`config.mk`:
```
export PLATFORM = sky130hd
export DESIGN_NAME = lobster_dbus_arbiter
export DESIGN_NICKNAME = d
export VERILOG_FILES = /design/src/rtl/lobster_dbus_arbiter.sv
export SDC_FILE = /design/constraint.sdc
export NUM_CORES = 1
export LEC_CHECK = 0
export CAP_MARGIN = 15
export CORE_AREA = 2 2 166 168
export CTS_BUF_LIST = sky130_fd_sc_hd__clkbuf_8
export DETAILED_ROUTE_END_ITERATION = 10
export DIE_AREA = 0 0 168 170
export PLACE_DENSITY_LB_ADDON = 0.3
export SYNTH_ARGS = -nofsm -noshare
export SYNTH_HDL_FRONTEND = slang
export SYNTH_SLANG_ARGS = --single-unit
export TNS_END_PERCENT = 5
```
`constraint.sdc`:
```
create_clock -name clk -period 3.95 [get_ports clk]
set_input_delay 0.79 -clock clk [delete_from_list [all_inputs] [get_ports clk]]
set_output_delay 0.79 -clock clk [all_outputs]
set_load 0.02 [all_outputs]
```
`src/rtl/lobster_dbus_arbiter.sv`:
```
// lobster_dbus_arbiter: shares the single SRAM port between fetch, load and store requesters.
// One transaction at a time; every output is registered.
module lobster_dbus_arbiter #(
    parameter int ADDR_WIDTH      = 36,
    parameter int DATA_WIDTH      = 64,
    parameter int TAG_WIDTH       = 6,
    parameter int MAX_FETCH_BURST = 4,
    parameter int TIMEOUT         = 255
) (
    input  logic                  clk,
    input  logic                  rst,
    input  logic                  fetch_req,
    input  logic [ADDR_WIDTH-1:0] fetch_addr,
    output logic                  fetch_gnt,
    input  logic                  load_req,
    input  logic [ADDR_WIDTH-1:0] load_addr,
    input  logic [TAG_WIDTH-1:0]  load_tag,
    output logic                  load_gnt,
    input  logic                  store_req,
    input  logic                  store_urgent,
    input  logic [ADDR_WIDTH-1:0] store_addr,
    input  logic [DATA_WIDTH-1:0] store_data,
    output logic                  store_gnt,
    output logic                  mem_ce,
    output logic                  mem_we,
    output logic [ADDR_WIDTH-1:0] mem_addr,
    output logic [DATA_WIDTH-1:0] mem_wdata,
    input  logic [DATA_WIDTH-1:0] mem_rdata,
    input  logic                  mem_rdy,
    output logic                  rsp_valid,
    output logic [1:0]            rsp_src,
    output logic [TAG_WIDTH-1:0]  rsp_tag,
    output logic [DATA_WIDTH-1:0] rsp_data,
    output logic                  rsp_err,
    output logic [1:0]            dbus_mode
);
    localparam int BW = $clog2(MAX_FETCH_BURST + 1);
    localparam int TW = $clog2(TIMEOUT + 1);
    localparam logic [1:0] NOP = 2'b00, FETCH = 2'b01, LOAD = 2'b10, STORE = 2'b11;

    typedef enum logic {IDLE, BUSY} state_t;

    state_t                state, state_n;
    logic [BW-1:0]         burst_cnt, burst_n;
    logic [TW-1:0]         to_cnt, to_n;
    logic [TAG_WIDTH-1:0]  cur_tag, cur_tag_n;
    logic                  fetch_gnt_n, load_gnt_n, store_gnt_n, mem_ce_n, mem_we_n;
    logic [ADDR_WIDTH-1:0] mem_addr_n;
    logic [DATA_WIDTH-1:0] mem_wdata_n, rsp_data_n;
    logic                  rsp_valid_n, rsp_err_n;
    logic [1:0]            rsp_src_n, dbus_mode_n, pick, win;
    logic [TAG_WIDTH-1:0]  rsp_tag_n;
    logic                  data_pend, forced, expire;

    assign data_pend = load_req | store_req;
    assign forced    = (burst_cnt == BW'(MAX_FETCH_BURST)) && data_pend;
    assign expire    = to_cnt == TW'(TIMEOUT - 1);
    // Urgent store beats everything; a saturated fetch burst yields to data-side traffic.
    assign pick = (store_urgent && store_req) ? STORE :
                  forced    ? (load_req ? LOAD : STORE) :
                  fetch_req ? FETCH :
                  load_req  ? LOAD :
                  store_req ? STORE : NOP;
    assign win = (state == IDLE) ? pick : NOP;

    always_comb begin
        state_n     = state;
        to_n        = to_cnt;
        cur_tag_n   = cur_tag;
        fetch_gnt_n = win == FETCH;
        load_gnt_n  = win == LOAD;
        store_gnt_n = win == STORE;
        mem_ce_n    = mem_ce;
        mem_we_n    = mem_we;
        mem_addr_n  = mem_addr;
        mem_wdata_n = mem_wdata;
        dbus_mode_n = dbus_mode;
        rsp_valid_n = 1'b0;
        rsp_err_n   = 1'b0;
        rsp_src_n   = rsp_src;
        rsp_tag_n   = rsp_tag;
        rsp_data_n  = rsp_data;
        burst_n     = !data_pend ? '0 :
                      (win == LOAD || win == STORE) ? '0 :
                      (win == FETCH && burst_cnt != BW'(MAX_FETCH_BURST)) ? burst_cnt + BW'(1) :
                      burst_cnt;
        if (win != NOP) begin
            state_n     = BUSY;
            to_n        = '0;
            cur_tag_n   = load_tag;
            mem_ce_n    = 1'b1;
            mem_we_n    = win == STORE;
            mem_addr_n  = win == FETCH ? fetch_addr : win == LOAD ? load_addr : store_addr;
            mem_wdata_n = win == STORE ? store_data : '0;
            dbus_mode_n = win;
        end else if (state == BUSY) begin
            if (mem_rdy || expire) begin
                state_n     = IDLE;
                mem_ce_n    = 1'b0;
                mem_we_n    = 1'b0;
                dbus_mode_n = NOP;
                rsp_valid_n = 1'b1;
                rsp_err_n   = !mem_rdy;
                rsp_src_n   = dbus_mode;
                rsp_tag_n   = dbus_mode == LOAD ? cur_tag : '0;
                rsp_data_n  = (mem_rdy && dbus_mode != STORE) ? mem_rdata : '0;
            end else begin
                to_n = to_cnt + TW'(1);
            end
        end
    end

    always_ff @(posedge clk or negedge rst) begin
        if (!rst) begin
            state     <= IDLE;
            burst_cnt <= '0;
            to_cnt    <= '0;
            cur_tag   <= '0;
            fetch_gnt <= 1'b0;
            load_gnt  <= 1'b0;
            store_gnt <= 1'b0;
            mem_ce    <= 1'b0;
            mem_we    <= 1'b0;
            mem_addr  <= '0;
            mem_wdata <= '0;
            rsp_valid <= 1'b0;
            rsp_src   <= '0;
            rsp_tag   <= '0;
            rsp_data  <= '0;
            rsp_err   <= 1'b0;
            dbus_mode <= NOP;
        end else begin
            state     <= state_n;
            burst_cnt <= burst_n;
            to_cnt    <= to_n;
            cur_tag   <= cur_tag_n;
            fetch_gnt <= fetch_gnt_n;
            load_gnt  <= load_gnt_n;
            store_gnt <= store_gnt_n;
            mem_ce    <= mem_ce_n;
            mem_we    <= mem_we_n;
            mem_addr  <= mem_addr_n;
            mem_wdata <= mem_wdata_n;
            rsp_valid <= rsp_valid_n;
            rsp_src   <= rsp_src_n;
            rsp_tag   <= rsp_tag_n;
            rsp_data  <= rsp_data_n;
            rsp_err   <= rsp_err_n;
            dbus_mode <= dbus_mode_n;
        end
    end
endmodule

```
# Word level (Yosys, flattened, before mapping)
# Cells that the tools add are included.
[classes]
add_sub_neg = 2
n_mul = 0
div_mod_pow = 0
order_cmp = 0
eq_ne = 10
shifts = 0
muxes = 34
bitwise = 2
reduce_logical = 13
[op_table]
columns = ["operator", "count"]
rows = [
  ["64-bit 2-to-1 mux", 2],
  ["36-bit 2-to-1 mux", 2],
  ["8-bit 2-to-1 mux", 3],
  ["2-bit 2-to-1 mux", 9],
  ["1-bit 2-to-1 mux", 14],
  ["3-bit 2-to-1 mux", 3],
  ["8-bit by 1-bit adder with 8-bit output, second input constant", 1],
  ["8-bit == test, second input constant", 1],
  ["2-bit == test, second input constant", 3],
  ["6-bit 2-to-1 mux", 1],
  ["2-bit nonzero test", 3],
  ["1-bit logical AND", 4],
  ["2-bit != test, second input constant", 2],
  ["2-bit AND reduction", 2],
  ["3-bit by 1-bit adder with 3-bit output, second input constant", 1],
  ["3-bit == test, second input constant", 1],
  ["3-bit by 1-bit != test with 1-bit output, second input constant", 1],
  ["3-bit != test, second input constant", 1],
  ["3-bit AND reduction", 1],
  ["2-bit by 1-bit == test with 1-bit output, second input constant", 1],
  ["1-bit logical OR", 2],
  ["1-bit logical NOT", 1],
  ["1-bit inverter", 1],
  ["1-bit bitwise OR", 1],
]
[word_totals]
ff_bits = 199
latchBits = 0
ram_bits = 0
mem_bits_ro = 0
input_bits = 249
output_inout_bits = 181
elab_cells = 78
memories = 0

# Logic depth before layout (Yosys ltp)
# Gate-level depths: netlist of run 1.
[logic_depth]
depth_word = 11
mapped_depth = 9

# Least setup slack after synthesis of run 1
# OpenSTA, ideal clock, no wires.
[synth_path]
path_kind = "input to register"
start = "input port store_req"
end = "register mem_addr[15]"
setup_ns = 0.104
t_arrival_ns = 2.077
setup_slack_ns = 1.769
cell_stages = 6
cell_sequence = "buf_4 -> and4b_1 -> a2111oi_4 -> buf_6 -> nor2_1 -> o41ai_2"
[synth_via]
elab_chain_len = 9
[synth_lines]
columns = ["element", "line_no", "text"]
rows = [
  ["start, declared", "19", "input logic store_req,"],
  ["2-bit 2-to-1 mux", "63", "store_req ? STORE : NOP;"],
  ["2-bit 2-to-1 mux", "62", "load_req ? LOAD :"],
  ["2-bit 2-to-1 mux", "61", "fetch_req ? FETCH :"],
  ["2-bit 2-to-1 mux", "60", "forced ? (load_req ? LOAD : STORE) :"],
  ["2-bit 2-to-1 mux *", "59", "assign pick = (store_urgent && store_req) ? STORE :"],
  ["2-bit 2-to-1 mux *", "64", "assign win = (state == IDLE) ? pick : NOP;"],
  ["2-bit == test", "93", "mem_addr_n = win == FETCH ? fetch_addr : win == LOAD ? load_addr : store_addr;"],
  ["36-bit 2-to-1 mux (2 in series)", "93", ""],
  ["end signal, assigned", "142", "mem_addr <= mem_addr_n;"],
  ["end, declared", "26", "output logic [ADDR_WIDTH-1:0] mem_addr,"],
]
# Mark *: on every way between the ends. The rest lies on a longest branch, timed or not.
# A chain may end at the register's enable or synchronous reset.

# Final worst setup path of run 1
[layout_path]
start = "input port store_req"
end = "register mem_we"
[layout_via]
elab_chain_len = 9
[layout_lines]
columns = ["element", "line_no", "text"]
rows = [
  ["2-bit 2-to-1 mux", "63", ""],
  ["2-bit 2-to-1 mux", "62", ""],
  ["2-bit 2-to-1 mux", "61", ""],
  ["2-bit 2-to-1 mux", "60", ""],
  ["2-bit 2-to-1 mux *", "59", ""],
  ["2-bit 2-to-1 mux *", "64", ""],
  ["2-bit nonzero test", "87", "if (win != NOP) begin"],
  ["2-bit nonzero test (no source line)", "-", ""],
  ["2-bit AND reduction (no source line)", "-", ""],
  ["end signal, assigned", "141", "mem_we <= mem_we_n;"],
  ["end, declared", "25", "output logic mem_we,"],
]
# Marked as above.

==> results of run 1 <==
[final cells by class]
class,count,area (um2)
clock buffers,17,234
clock inverters,14,174
fillers,2502,13200
inverters,22,82.6
multi-input cells,525,3020
flip-flops and latches,199,4980
well taps,341,427
repair buffers,448,4490
[report_power, final]
part	leakage [nW]	internal (mW)	switching [mW]
Clock	0.208	0.543	0.840
Sequential	2.58	2.74	0.435
Combinational	3.28	1.88	2.14
[Yosys cell counts (all sizes together), types with 2 or more instances]
cell / n / share of area, %
buf: 27 / 1.8
or2: 3 / 0.23
nor2b: 2 / 0.15
a22o: 65 / 6.8
o21ai: 6 / 0.36
nand3: 76 / 4.6
o41ai: 20 / 3.0
a221oi: 17 / 1.8
dfrtp: 199 / 60
nor3: 4 / 0.30
a31o: 2 / 0.21
o311ai: 2 / 0.21
nand4: 3 / 0.23
clkbuf: 32 / 1.4
nor2: 61 / 2.8
nand2: 196 / 8.8
mux2i: 18 / 2.2
and4b: 3 / 0.36
ha: 4 / 0.60
inv: 22 / 0.99
a21oi: 28 / 1.7
nand2b: 2 / 0.15
[flip-flops by register name, indices dropped and copies added (netlist names), 3 cells and up]
name,flops
mem_wdata,64
rsp_data,64
mem_addr,36
to_cnt,8
cur_tag,6
rsp_tag,6
burst_cnt,3
[final timing paths]
path                                       endpoint  slack, ns  cells past startpoint
max                              mem_we$_DFFE_PN0P_       1.41                      5
min                        mem_wdata[3]$_DFFE_PN0N_       0.41                      1
max in group asynchronous     to_cnt[6]$_DFFE_PN0P_       2.59                      2
min reg2reg                  rsp_tag[2]$_DFFE_PN0P_       0.47                      2
max reg2reg                 rsp_data[2]$_DFFE_PN0P_       1.57                      8
min in group clk             rsp_tag[2]$_DFFE_PN0P_       0.47                      2
[cells by family after synthesis]
family,share of synthesized area (%)
multiplexers,2.16
AND/OR/NAND/NOR,18.0
buffers and inverters,4.22
AO/OA/AOI/OAI,15.2
flip-flops,59.8
adder cells (fa/ha/maj),0.601
[per-stage QoR]
| stage | power [mW] | std cells | utilization, % | cell area (um2) | hold WS [ns] |
|---|---|---|---|---|---|
| finish | 8.58 | 1566 | 50.3 | 13400 | 0.407 |
| global placement | 7.22 | 1535 | 48.8 | 13000 | 0.448 |
| CTS | 8.69 | 1566 | 50.3 | 13400 | 0.448 |
| floorplan | 5.12 | 805 | - | 8330 | 0.445 |
| detailed placement | 7.27 | 1535 | 48.8 | 13000 | 0.455 |
| global route | 9.09 | 1566 | 50.3 | 13400 | 0.464 |
[metal layers]
metal  up-vias  GRT usage [%]  share of wire (%)
met5         -              0                  0
met4         0           5.60                1.9
met3        38           5.91                7.9
met2       315           34.7                 50
met1      3703           23.3                 40
li1       3618              -                  -
[worst register-to-register path, cell delays in order, from the launching register on]
cell                      delay (ns)
sky130_fd_sc_hd__dfrtp_1        0.43
sky130_fd_sc_hd__inv_1          0.07
sky130_fd_sc_hd__ha_1           0.19
sky130_fd_sc_hd__nand2_1        0.12
sky130_fd_sc_hd__o31a_2         0.37
sky130_fd_sc_hd__inv_2          0.54
sky130_fd_sc_hd__buf_4          0.40
sky130_fd_sc_hd__nand3_1        0.13
sky130_fd_sc_hd__nand2_1        0.09
==> summary.txt, run 1 <==
CRITICAL PATH
-----------------------------------------------------------------------------------------------
Family of cells with the greatest summed delay on the critical path                simple AND/OR/NAND/NOR gates
CP max FO                                                                                    48
CP Cell Sequence                                                                   clkdlybuf4s50_1, nor3_1, or2_4, buf_12, a31o_2
Critical Setup Path Class                                                          input pin to flop
Required time worst endpoint                                                            4.36 ns
Nature of the critical path endpoint                                                       flop
Worst-path cell with the longest stage delay                                       sky130_fd_sc_hd__or2_4
Crit path DAT                                                                           2.94 ns
RR Startpoint                                                                      to_cnt[0]$_DFFE_PN0P_
Delay of the slowest critical-path stage                                                0.64 ns
Critical Path Start Type                                                              input pin
Total buffers and inverters traversed by the critical path                                    2
Launching instance or port of the critical path                                       store_req

TIMING
-----------------------------------------------------------------------------------------------
Max-slew violation count                                                                      0
Crit path setup slack, layout                                                           1.41 ns
Final worst path period need                                                            2.54 ns
Total setup violations reported at the end of the flow                                        0
Worst Skew                                                                            0.0360 ns
Sum of negative setup slack                                                                0 ns
Ratio of final minimum period to clock period                                             64.2%
Worst-margin pin slew                                                                  0.914 ns
Setup repair after global routing missed its margin                                          no
Slew margin rel.                                                                          39.0%
Number of hold-slack violations in the final timing report                                    0
Upper clock frequency limit                                                             394 MHz

YOSYS
-----------------------------------------------------------------------------------------------
Primary flip-flop cell chosen by synthesis mapping                                 sky130_fd_sc_hd__dfrtp_1
Yosys warning total                                                                           0
#FFs+latches synth                                                                          199
Post-Syn Area per Cell                                                                 10.3 um2
Number of flops mapped to enable cells by yosys                                               0
Portion of the post-synthesis area used by sequential elements                            59.8%
Number of nets in the synthesized netlist                                                 1,058
Cell area after synthesis                                                           0.00833 mm2
Gate count after technology mapping                                                         805
Unique masters post-synth                                                                    42
Async set or reset register ratio after synthesis                                          100%

GLOBAL ROUTE
-----------------------------------------------------------------------------------------------
Total GRT Usage                                                                           19.7%
Remaining global-route overflow                                                               0
Number of global-route vias before repair                                                 7,704
First-pass GRT wire length                                                            44,000 um
Initial antenna violation count                                                               0
Largest net degree at the start of global routing                                           109

ROUTE
-----------------------------------------------------------------------------------------------
Iteration-0 DRC Markers                                                                     428
Number of nets with antenna violations after detailed routing                                 0
Final routed wire length divided by cell count                                          18.2 um
DRC violation count after routing                                                             0
Total number of vias                                                                      7,674
DR vias/cell                                                                               4.90
TritonRoute pass-1 iters                                                                      6
Final wirelength                                                                      28,600 um

CTS
-----------------------------------------------------------------------------------------------
Post-CTS Setup Bufs                                                                           0
Quantity of hold-fixing buffers added after cts                                               0
Clock insertion delay at the later pin of the skew report                               0.48 ns
H-tree levels                                                                                 4
Clk buf depth                                                                                 2
CTS Root Cell                                                                      sky130_fd_sc_hd__clkbuf_8
Number of buffers added by the clock tree synthesis step                                     17
CTS tree                                                                                   done
Number of sinks on the clock net                                                            199
Resized Gates After CTS                                                                       0
Clock input transition at the sequential cells of the worst setup and hold paths        0.11 ns

FINISH
-----------------------------------------------------------------------------------------------
Most used cells in the layout excluding fill and tap cells                         428 x sky130_fd_sc_hd__clkdlybuf4s50_1, 199 x sky130_fd_sc_hd__dfrtp_1, 196 x sky130_fd_sc_hd__nand2_1
Layout overhead on the synthesized area                                                   61.1%
Most frequent standard cell in the layout excluding fill and tap cells             sky130_fd_sc_hd__clkdlybuf4s50_1
Number of nets in the layout                                                              1,466
Number of diodes added for antenna fixing                                                     0
Fraction of final layout cells sized beyond drive strength 1                              6.29%

STATUS
-----------------------------------------------------------------------------------------------
Result of the run                                                                  complete, no violations

FLOW RUN
-----------------------------------------------------------------------------------------------
Number of maximum-capacitance violations                                                      0

PLACE
-----------------------------------------------------------------------------------------------
Pre-CTS WS                                                                             0.929 ns
HPWL after DPL                                                                        20,600 um
RePlAce Congestion                                                                        0.797
Count of input and output buffers                                                           429

POWER
-----------------------------------------------------------------------------------------------
Peak VDD IR                                                                            0.272 mV
Power Density                                                                        640 mW/mm2
Leak pwr                                                                                6.07 nW

FLOORPLAN
-----------------------------------------------------------------------------------------------
Vertical extent of the die                                                               170 um
Die outline area                                                                     0.0286 mm2
Site row count                                                                               60
Initial core utilization                                                                  31.2%
Number of primary I/O pins                                                                  430
Die X                                                                                    168 um
Area of the core                                                                     0.0267 mm2

MIN PATH
-----------------------------------------------------------------------------------------------
Hold/Removal Path Class                                                            input pin to asynchronous set/reset pin

Note: power is estimated with default switching activity, not from simulation.
==> inputs of run 2 (changes only) <==
Settings changed: CORE_AREA 2 2 166 168 to 2 2 167 169, DIE_AREA 0 0 168 170 to 0 0 169 171.
Clock period 3.95 ns to 2.1 ns, I/O delays scaled along.
==> run 2 against run 1 <==
Net effect: global-route usage down 0.56 points; sequential power up 88%; die area up 1.2%; wire length about the same.
==> summary.txt, run 2 (synthesized netlist as in run 1, its figures left out) <==
CRITICAL PATH
-----------------------------------------------------------------------------------------------
Required time worst endpoint                                                            2.46 ns   -1.90 ns
Nature of the critical path endpoint                                                       flop
Crit path DAT                                                                           2.33 ns   -0.61 ns
Critical Path Start Type                                                                   flop
CP max FO                                                                                     8   -83%
Critical Setup Path Class                                                          flop to flop

GLOBAL ROUTE
-----------------------------------------------------------------------------------------------
First-pass GRT wire length                                                            43,300 um   -1.7%
Number of global-route vias before repair                                                 7,787   +1.1%
Remaining global-route overflow                                                               0   unchanged
Largest net degree at the start of global routing                                            64   -41%
Total GRT Usage                                                                           19.1%   -0.56 points
Initial antenna violation count                                                               0   unchanged

ROUTE
-----------------------------------------------------------------------------------------------
DR vias/cell                                                                               4.80   -2.0%
Iteration-0 DRC Markers                                                                     430   +0.47%
Final routed wire length divided by cell count                                          17.7 um   -2.8%
TritonRoute pass-1 iters                                                                      4   -2
Final wirelength                                                                      28,600 um   about the same
DRC violation count after routing                                                             0   unchanged
Total number of vias                                                                      7,740   +0.86%
Number of nets with antenna violations after detailed routing                                 0   unchanged

FINISH
-----------------------------------------------------------------------------------------------
Number of filler instances in the final layout                                            2,556   +2.2%
Multi-input gate area in the final layout                                           0.00303 mm2   +0.25%
Largest registers                                                                  mem_wdata x64, rsp_data x64, mem_addr x36
Number of diodes added for antenna fixing                                                     0   unchanged
Sequential cell area                                                                0.00498 mm2   unchanged
Most frequent standard cell in the layout excluding fill and tap cells             sky130_fd_sc_hd__clkdlybuf4s50_1
Fraction of final layout cells sized beyond drive strength 1                              9.17%   +2.9 points
Most used cells in the layout excluding fill and tap cells                         427 x sky130_fd_sc_hd__clkdlybuf4s50_1, 199 x sky130_fd_sc_hd__dfrtp_1, 196 x sky130_fd_sc_hd__nand2_1
Layout overhead on the synthesized area                                                   66.5%
Number of nets in the layout                                                              1,505   +2.7%
Area of all placed cells without fillers                                             0.0139 mm2   +3.4%

TIMING
-----------------------------------------------------------------------------------------------
Max-slew violation count                                                                      0   unchanged
Total setup violations reported at the end of the flow                                        0   unchanged
Ratio of final minimum period to clock period                                             94.0%
Setup repair after global routing missed its margin                                          no
Final worst path period need                                                            1.97 ns
Crit path setup slack, layout                                                          0.126 ns   -1.29 ns
Number of hold-slack violations in the final timing report                                    0   unchanged
Worst-margin pin slew                                                                  0.545 ns   -0.369 ns
Sum of negative setup slack                                                                0 ns   unchanged
Worst Skew                                                                            0.0292 ns   -0.00680 ns
Slew margin rel.                                                                          63.6%   +25 points
Upper clock frequency limit                                                             506 MHz

FLOORPLAN
-----------------------------------------------------------------------------------------------
Number of primary I/O pins                                                                  430   unchanged
Die outline area                                                                     0.0289 mm2   +1.2%
Vertical extent of the die                                                               171 um   +0.59%
Area of the core                                                                     0.0273 mm2   +2.5%
Initial core utilization                                                                  30.5%   -0.77 points
Site row count                                                                               61   +1.7%
Die X                                                                                    169 um   +0.60%

CTS
-----------------------------------------------------------------------------------------------
Clock insertion delay at the later pin of the skew report                               0.47 ns   about the same
Number of sinks on the clock net                                                            199   unchanged
H-tree levels                                                                                 4   unchanged
Clk buf depth                                                                                 2   unchanged
CTS tree                                                                                   done
CTS Root Cell                                                                      sky130_fd_sc_hd__clkbuf_8
Number of buffers added by the clock tree synthesis step                                     17   unchanged
Clock input transition at the sequential cells of the worst setup and hold paths        0.13 ns   +0.02 ns

POWER
-----------------------------------------------------------------------------------------------
Peak VDD IR                                                                            0.583 mV   +110%
Leak pwr                                                                                6.31 nW   +4.0%
Power Density                                                                       1180 mW/mm2   +85%

PLACE
-----------------------------------------------------------------------------------------------
Count of input and output buffers                                                           429   unchanged
Post-Place Cell Area                                                                 0.0134 mm2   +3.2%
RePlAce Congestion                                                                        0.803   +0.72%
HPWL after DPL                                                                        20,900 um   +1.3%
Pre-CTS WS                                                                            -0.247 ns   -1.18 ns

MIN PATH
-----------------------------------------------------------------------------------------------
Hold/Removal Path Class                                                            input pin to asynchronous set/reset pin

STATUS
-----------------------------------------------------------------------------------------------
Result of the run                                                                  complete, no violations

FLOW RUN
-----------------------------------------------------------------------------------------------
Number of maximum-capacitance violations                                                      0   unchanged

## run 2: worst paths after layout
check	start	endpoint	slack (ns)	cells after the start
max reg2reg	burst_cnt[0]$_DFFE_PN0P_	mem_addr[33]$_DFFE_PN0N_	0.13	7
min reg2reg	rsp_data[6]$_DFFE_PN0P_	rsp_data[6]$_DFFE_PN0P_	0.48	2
max	burst_cnt[0]$_DFFE_PN0P_	mem_addr[33]$_DFFE_PN0N_	0.13	7
min in group clk	mem_rdata[21]	rsp_data[21]$_DFFE_PN0P_	0.48	3
min	rst	mem_wdata[18]$_DFFE_PN0N_	0.48	2
max in group asynchronous	rst	mem_wdata[24]$_DFFE_PN0N_	0.95	3
## run 2: repair_timing
item / CTS / global route
endpoints found under the hold margin: 46 / 0
hold buffers: 1 / 0
endpoints found under the setup margin: 1 / 26
resized for setup: 1 / 3
pin swaps: 0 / 2
buffers inserted: 0 / 2
## run 2: worst max-delay path, cell delays in order, from the launching register on
cell and delay (ns):
sky130_fd_sc_hd__dfrtp_1 0.41, sky130_fd_sc_hd__inv_1 0.06, sky130_fd_sc_hd__ha_1 0.27, sky130_fd_sc_hd__and4b_1 0.25, sky130_fd_sc_hd__a2111oi_4 0.36, sky130_fd_sc_hd__buf_4 0.24
sky130_fd_sc_hd__nor2_1 0.07, sky130_fd_sc_hd__o41ai_2 0.22
## run 2: layout make-up
| type | count | share of cell area [%] |
|---|---|---|
| inverters | 22 | 0.596 |
| multi-input cells | 525 | 21.9 |
| clock buffers | 18 | 1.79 |
| flip-flops and latches | 199 | 35.9 |
| well taps | 346 | 3.12 |
| repair buffers | 487 | 35.6 |
| clock inverters | 14 | 1.14 |
## run 2: through the flow
stage | util (%) | hold slack (ns) | cells | total power, mW
after floorplan | - | 0.124 | 805 | 9.64
after global routing | 50.7 | 0.424 | 1611 | 17.3
final | 50.7 | 0.475 | 1611 | 16.4
after global placement | 49.1 | 0.439 | 1576 | 13.8
after CTS | 50.6 | 0.429 | 1609 | 16.6
after detailed placement | 49.1 | 0.443 | 1576 | 13.9
## run 2: power by group
group | switching [mW] | internal [mW]
registers | 0.817 | 5.16
clock network | 1.61 | 0.939
logic | 4.06 | 3.80
total | 6.48 | 9.90
## run 2: metal layers
layer  part of all wire, %  vias up  GRT usage, %
met1                    41     3737          23.4
met2                    50      285          32.6
met4                   2.0        0          5.69
met3                   7.2       30          5.94
met5                     0        -             0
li1                      -     3688             -
==> patch 1 (config.mk and constraints of run 1) <==
Change the parameter `DATA_WIDTH` from 64 to 68.
--- a/src/rtl/lobster_dbus_arbiter.sv
+++ b/src/rtl/lobster_dbus_arbiter.sv
@@ -4,3 +4,3 @@
     parameter int ADDR_WIDTH      = 36,
-    parameter int DATA_WIDTH      = 64,
+    parameter int DATA_WIDTH      = 68,
     parameter int TAG_WIDTH       = 6,
Ports: changed (resized mem_rdata, mem_wdata, rsp_data and store_data); port bits go from 430 to 446. No check against the original RTL was run, so the function may have changed too.
==> patch 1 against run 1 <==
- count of clock-buffer cells in the layout grew 30
- final area grew 4.0%
- power increased by 9.7%
- synthesized area grew 1.5%
- sequential cell count up 8
- wire length grew 0.32%
- cell count rose by 1.1%
- register-to-register slack better by 180 ps
- worst setup slack gained 16 ps
- first-iteration DRC count decreased by 1.4%
- clock skew fell by 12 ps
- largest cell class unchanged
- largest power group unchanged
- highest routed layer unchanged
==> patch 1: results <==
[synthesis]
syn_nets = 1036
synth_common_cells = dfrtp_1, nand2_1, nand3_1, a22o_1, a21oi_1
yosys_warnings = 0
ys_top_cells_by_area = dfrtp_1, nand2_1, a22o_1, nand3_1, mux2i_1
synth_cell_types = 46
async_reset_ff_share_pct = 100
ys_seq_area_share_pct = 61.3
synth_cells = 775

[clocking]
clk_latency_ps = 520
cts.path.max_buffers = 3
cts_root_buf = clkbuf_8
post_cts_resized = 0
cts_max_level = 2
cts_buffers = 39
cts.clk_slew.worst_paths_ps = 60
postCtsSetupBuffers = 0

[worst_setup_path]
max_stage_delay_ps = 700
slowest_stage = clkdlybuf4s50_1
ff2ff_path_depth = 6
critPathTopFamily = buffers and inverters
path_max_fanout = 5
critical_path_arrival_ps = 1730

[route]
drtIter0Drc = 422
firstDrtPassIters = 5
avgViaCountPerCell = 4.83
wl_um = 28700

[placement]
hpwl_um = 19700
port_buffers = 445
dp_slack_ps = 1090
dp.cells = 1517
gp_congestion = 0.832
dpl_cell_area_mm2 = 0.0132

[global_route]
grt_util_met2_pct = 32.4
met3_usage_pct = 5.42
grt_max_degree = 89
antenna_found_initial = 0
track_usage_pct = 19.4
grt_pass1_vias = 7844
grt_pass1_wl_um = 43800
grt_use_met1_pct = 24.1

[sta]
clock_skew_ps = 23.5
worst_pin_slew_ps = 891

[cells_and_area]
instances_no_fill = 1583
fill_cells = 2396
biggestRegsByFlops = mem_wdata (68), rsp_data (68), mem_addr (36)
n_antenna_cell = 0
drive_above_1_share_pct = 6.52

[pwr]
irDropWorstVdd_mv = 0.326
leakage_uw = 0.00646

[worst_hold_path]
min_path_type = in2async

[outcome]
status = complete, no violations
## patch 1: cell count changes after synthesis, sizes merged, moves of 11 or more
cell    delta
buf       +11
mux2i     +18
nand2     -16
o22ai     +37
a221oi    -17
inv       -14
a21oi     +17
o41ai     -19
nor2      -54
clkbuf    -14
## patch 1: area by class of cell
class / instances / area (um2) / share of cell area (%)
inverters: 8 / 30.0 / 0.215
repair buffers: 457 / 4600 / 33.0
clock buffers: 47 / 647 / 4.64
flip-flops and latches: 207 / 5180 / 37.1
well taps: 341 / 427 / 3.06
multi-input cells: 504 / 2950 / 21.1
clock inverters: 19 / 119 / 0.852
## patch 1: metal layers
metal	vias up	wire length [um]
met1	3638	11800
met3	56	2100
met2	324	13900
met5	-	0
met4	0	833
li1	3630	-
## patch 1: power by group
| group | leakage (uW) | internal, uW | switching (uW) | total, uW |
|---|---|---|---|---|
| registers | 0.00265 | 2860 | 460 | 3320 |
| clock network | 0.000426 | 1140 | 905 | 2050 |
| logic | 0.00338 | 1890 | 2160 | 4050 |
## patch 1: final timing paths
| check | startpoint | slack [ps] | to |
|---|---|---|---|
| min reg2reg | rsp_data[3] | 460 | rsp_data[3] |
| max reg2reg | state | 1750 | rsp_data[30] |
| min | rst | 350 | rsp_data[53] |
| max | dbus_mode[0] | 1430 | dbus_mode[0] |
| max in group asynchronous | rst | 2780 | rsp_data[13] |
| min in group clk | rsp_data[3] | 460 | rsp_data[3] |
## patch 1: cell families (layout without fill, tap and decap cells)
logic type,Yosys count,in the layout,share of synthesized area [%]
AOI/OAI and AO/OA,173,173,14.7
buffers and inverters,64,531,4.09
adders and majority gates,4,4,0.592
DFF,207,207,61.3
muxes,36,36,4.26
xor gates and xnor gates,2,2,0.207
and+or+nand+nor,289,289,14.8
==> patch 2 (flow settings as in run 1) <==
Made on the original files. Take the reset off `mem_addr` and load it in a clocked block of its own.
--- a/src/rtl/lobster_dbus_arbiter.sv
+++ b/src/rtl/lobster_dbus_arbiter.sv
@@ -123,3 +123,2 @@
             mem_we    <= 1'b0;
-            mem_addr  <= '0;
             mem_wdata <= '0;
@@ -141,3 +140,2 @@
             mem_we    <= mem_we_n;
-            mem_addr  <= mem_addr_n;
             mem_wdata <= mem_wdata_n;
@@ -151,2 +149,6 @@
     end
+
+    always_ff @(posedge clk) begin
+        mem_addr <= mem_addr_n;
+    end
 endmodule
Behaviour: not the same (Yosys sat finds a counterexample within 4 cycles, from zero or initial values and one cycle with rst low).
==> patch 2 against run 1 <==
- wire length fell by 11%
- sequential power hardly changed
- fmax up 0.79%
- first-iteration DRC count is 5.8% lower
- worst setup slack better by 20 ps
- register-to-register slack improved by 160 ps
- final area rose by 0.79%
- utilization grew 0.40 points
- power decreased by 4.0%
- non-clock buffer count down 11
- sequential cell count unchanged
- synthesized area increased by 3.0%
- cell count fell by 4.7%
- synthesized cell count decreased by 10%
- critical path type is now reg2out
==> patch 2: results <==
[global_route]
overflow = 0
antenna_found_initial = 2
grt_max_degree = 78
track_usage_pct = 17.5
grt_pass1_wl_um = 38700
grt_pass1_vias = 6938

[cells_and_area]
fill_cells = 2449
nNetsFinal = 1389
biggestRegsByFlops = mem_wdata (64), rsp_data (64), mem_addr (36)
drive_above_1_share_pct = 4.70

[worst_setup_path]
r2r_start = to_cnt[0]
critPathTopFamily = buffers and inverters
path_max_fanout = 5
slowest_stage = clkdlybuf4s50_1
crit_start = dbus_mode[0]
critical_path_arrival_ps = 1730
max_stage_delay_ps = 700

[clocking]
clk_latency_ps = 470
cts.path.max_buffers = 2
cts_buffers = 17
postCtsSetupBuffers = 0
cts.clk_slew.worst_paths_ps = 120
post_cts_resized = 0
cts_max_level = 4
cts_root_buf = clkbuf_8

[pwr]
leakage_uw = 0.00592
irDropWorstVdd_mv = 0.255
p_sw_share_pct = 37.6

[sta]
slew_headroom_pct = 41.2
clock_skew_ps = 28.4

[synthesis]
synth_cell_types = 46
async_reset_ff_share_pct = 81.9
ys_top_cells_by_area = dfrtp_1, edfxtp_1, mux2i_1, a22o_1, nand2_1
ys_seq_area_share_pct = 60.2
synth_common_cells = dfrtp_1, nand2_1, mux2i_1, inv_1, a22o_1
yosys_warnings = 0
syn_nets = 977
synth-edff-count = 36

[placement]
gp_congestion = 0.775
port_buffers = 429
hpwl_um = 18500

[route]
wl_um = 25600
firstDrtPassIters = 4
avgViaCountPerCell = 4.58
drtIter0Drc = 403

[worst_hold_path]
min_path_type = in2async

[outcome]
status = complete, no violations
patch 2: changes by cell type after synthesis, sizes merged, moves of 36 or more:
cell / run 1 / this run
nand2: 196 / 129
nand3: 76 / 4
dfrtp: 199 / 163
inv: 22 / 79
o21ai: 6 / 42
nor2: 61 / 7
edfxtp: 0 / 36
mux2i: 18 / 108
patch 2: power groups by stage:
| stage | sequential, uW | clock [uW] | combinational [uW] |
|---|---|---|---|
| after global routing | 3270 | 1550 | 3910 |
| after detailed placement | 3220 | 0 | 3700 |
| final | 3180 | 1400 | 3660 |
| after floorplan | 3940 | 0 | 1130 |
| after global placement | 3200 | 0 | 3670 |
| after CTS | 3190 | 1470 | 3710 |
patch 2: cells by family after synthesis:
family | synth area share [%]
AOI/OAI and AO/OA | 11.3
and+or+nand+nor | 7.44
buffers and inverters | 7.31
DFF | 60.2
xor gates and xnor gates | 0.307
muxes | 12.9
adders and majority gates | 0.584
patch 2: area by class of cell:
class,count,share of cell area [%]
flip-flops and latches,199,38.2
repair buffers,437,32.4
multi-input cells,402,20.8
well taps,341,3.16
inverters,79,2.23
clock buffers,19,1.93
clock inverters,13,1.30
diodes,2,0.0370
patch 2: routing by layer:
layer / part of all wire [%] / global-route usage, % / up-vias
met5: 0 / 0 / -
met3: 8.6 / 6.16 / 21
met2: 49 / 29.6 / 278
met4: 1.4 / 4.65 / 0
li1: - / - / 3290
met1: 41 / 21.2 / 3246
patch 2: per-stage QoR:
stage	area (um2)	power (uW)	std cells	setup slack [ps]
2_1_floorplan	8570	5080	724	1760
3_3_place_gp	13100	6870	1458	1110
3_5_place_dp	13100	6920	1458	1070
4_1_cts	13500	8370	1490	1360
5_1_grt	13500	8730	1490	1350
6_report	13500	8240	1492	1430
patch 2: final timing paths:
| check | endpoint | slack [ps] | cells past startpoint |
|---|---|---|---|
| worst max-delay path | dbus_mode[0] | 1430 | 1 |
| worst min-delay path | rsp_data[35] | 290 | 1 |
| worst max register to register | rsp_data[22] | 1730 | 7 |
| worst min register to register | mem_ce | 490 | 1 |
| max in group asynchronous | rsp_data[39] | 2710 | 2 |
| min in group clk | mem_ce | 490 | 1 |
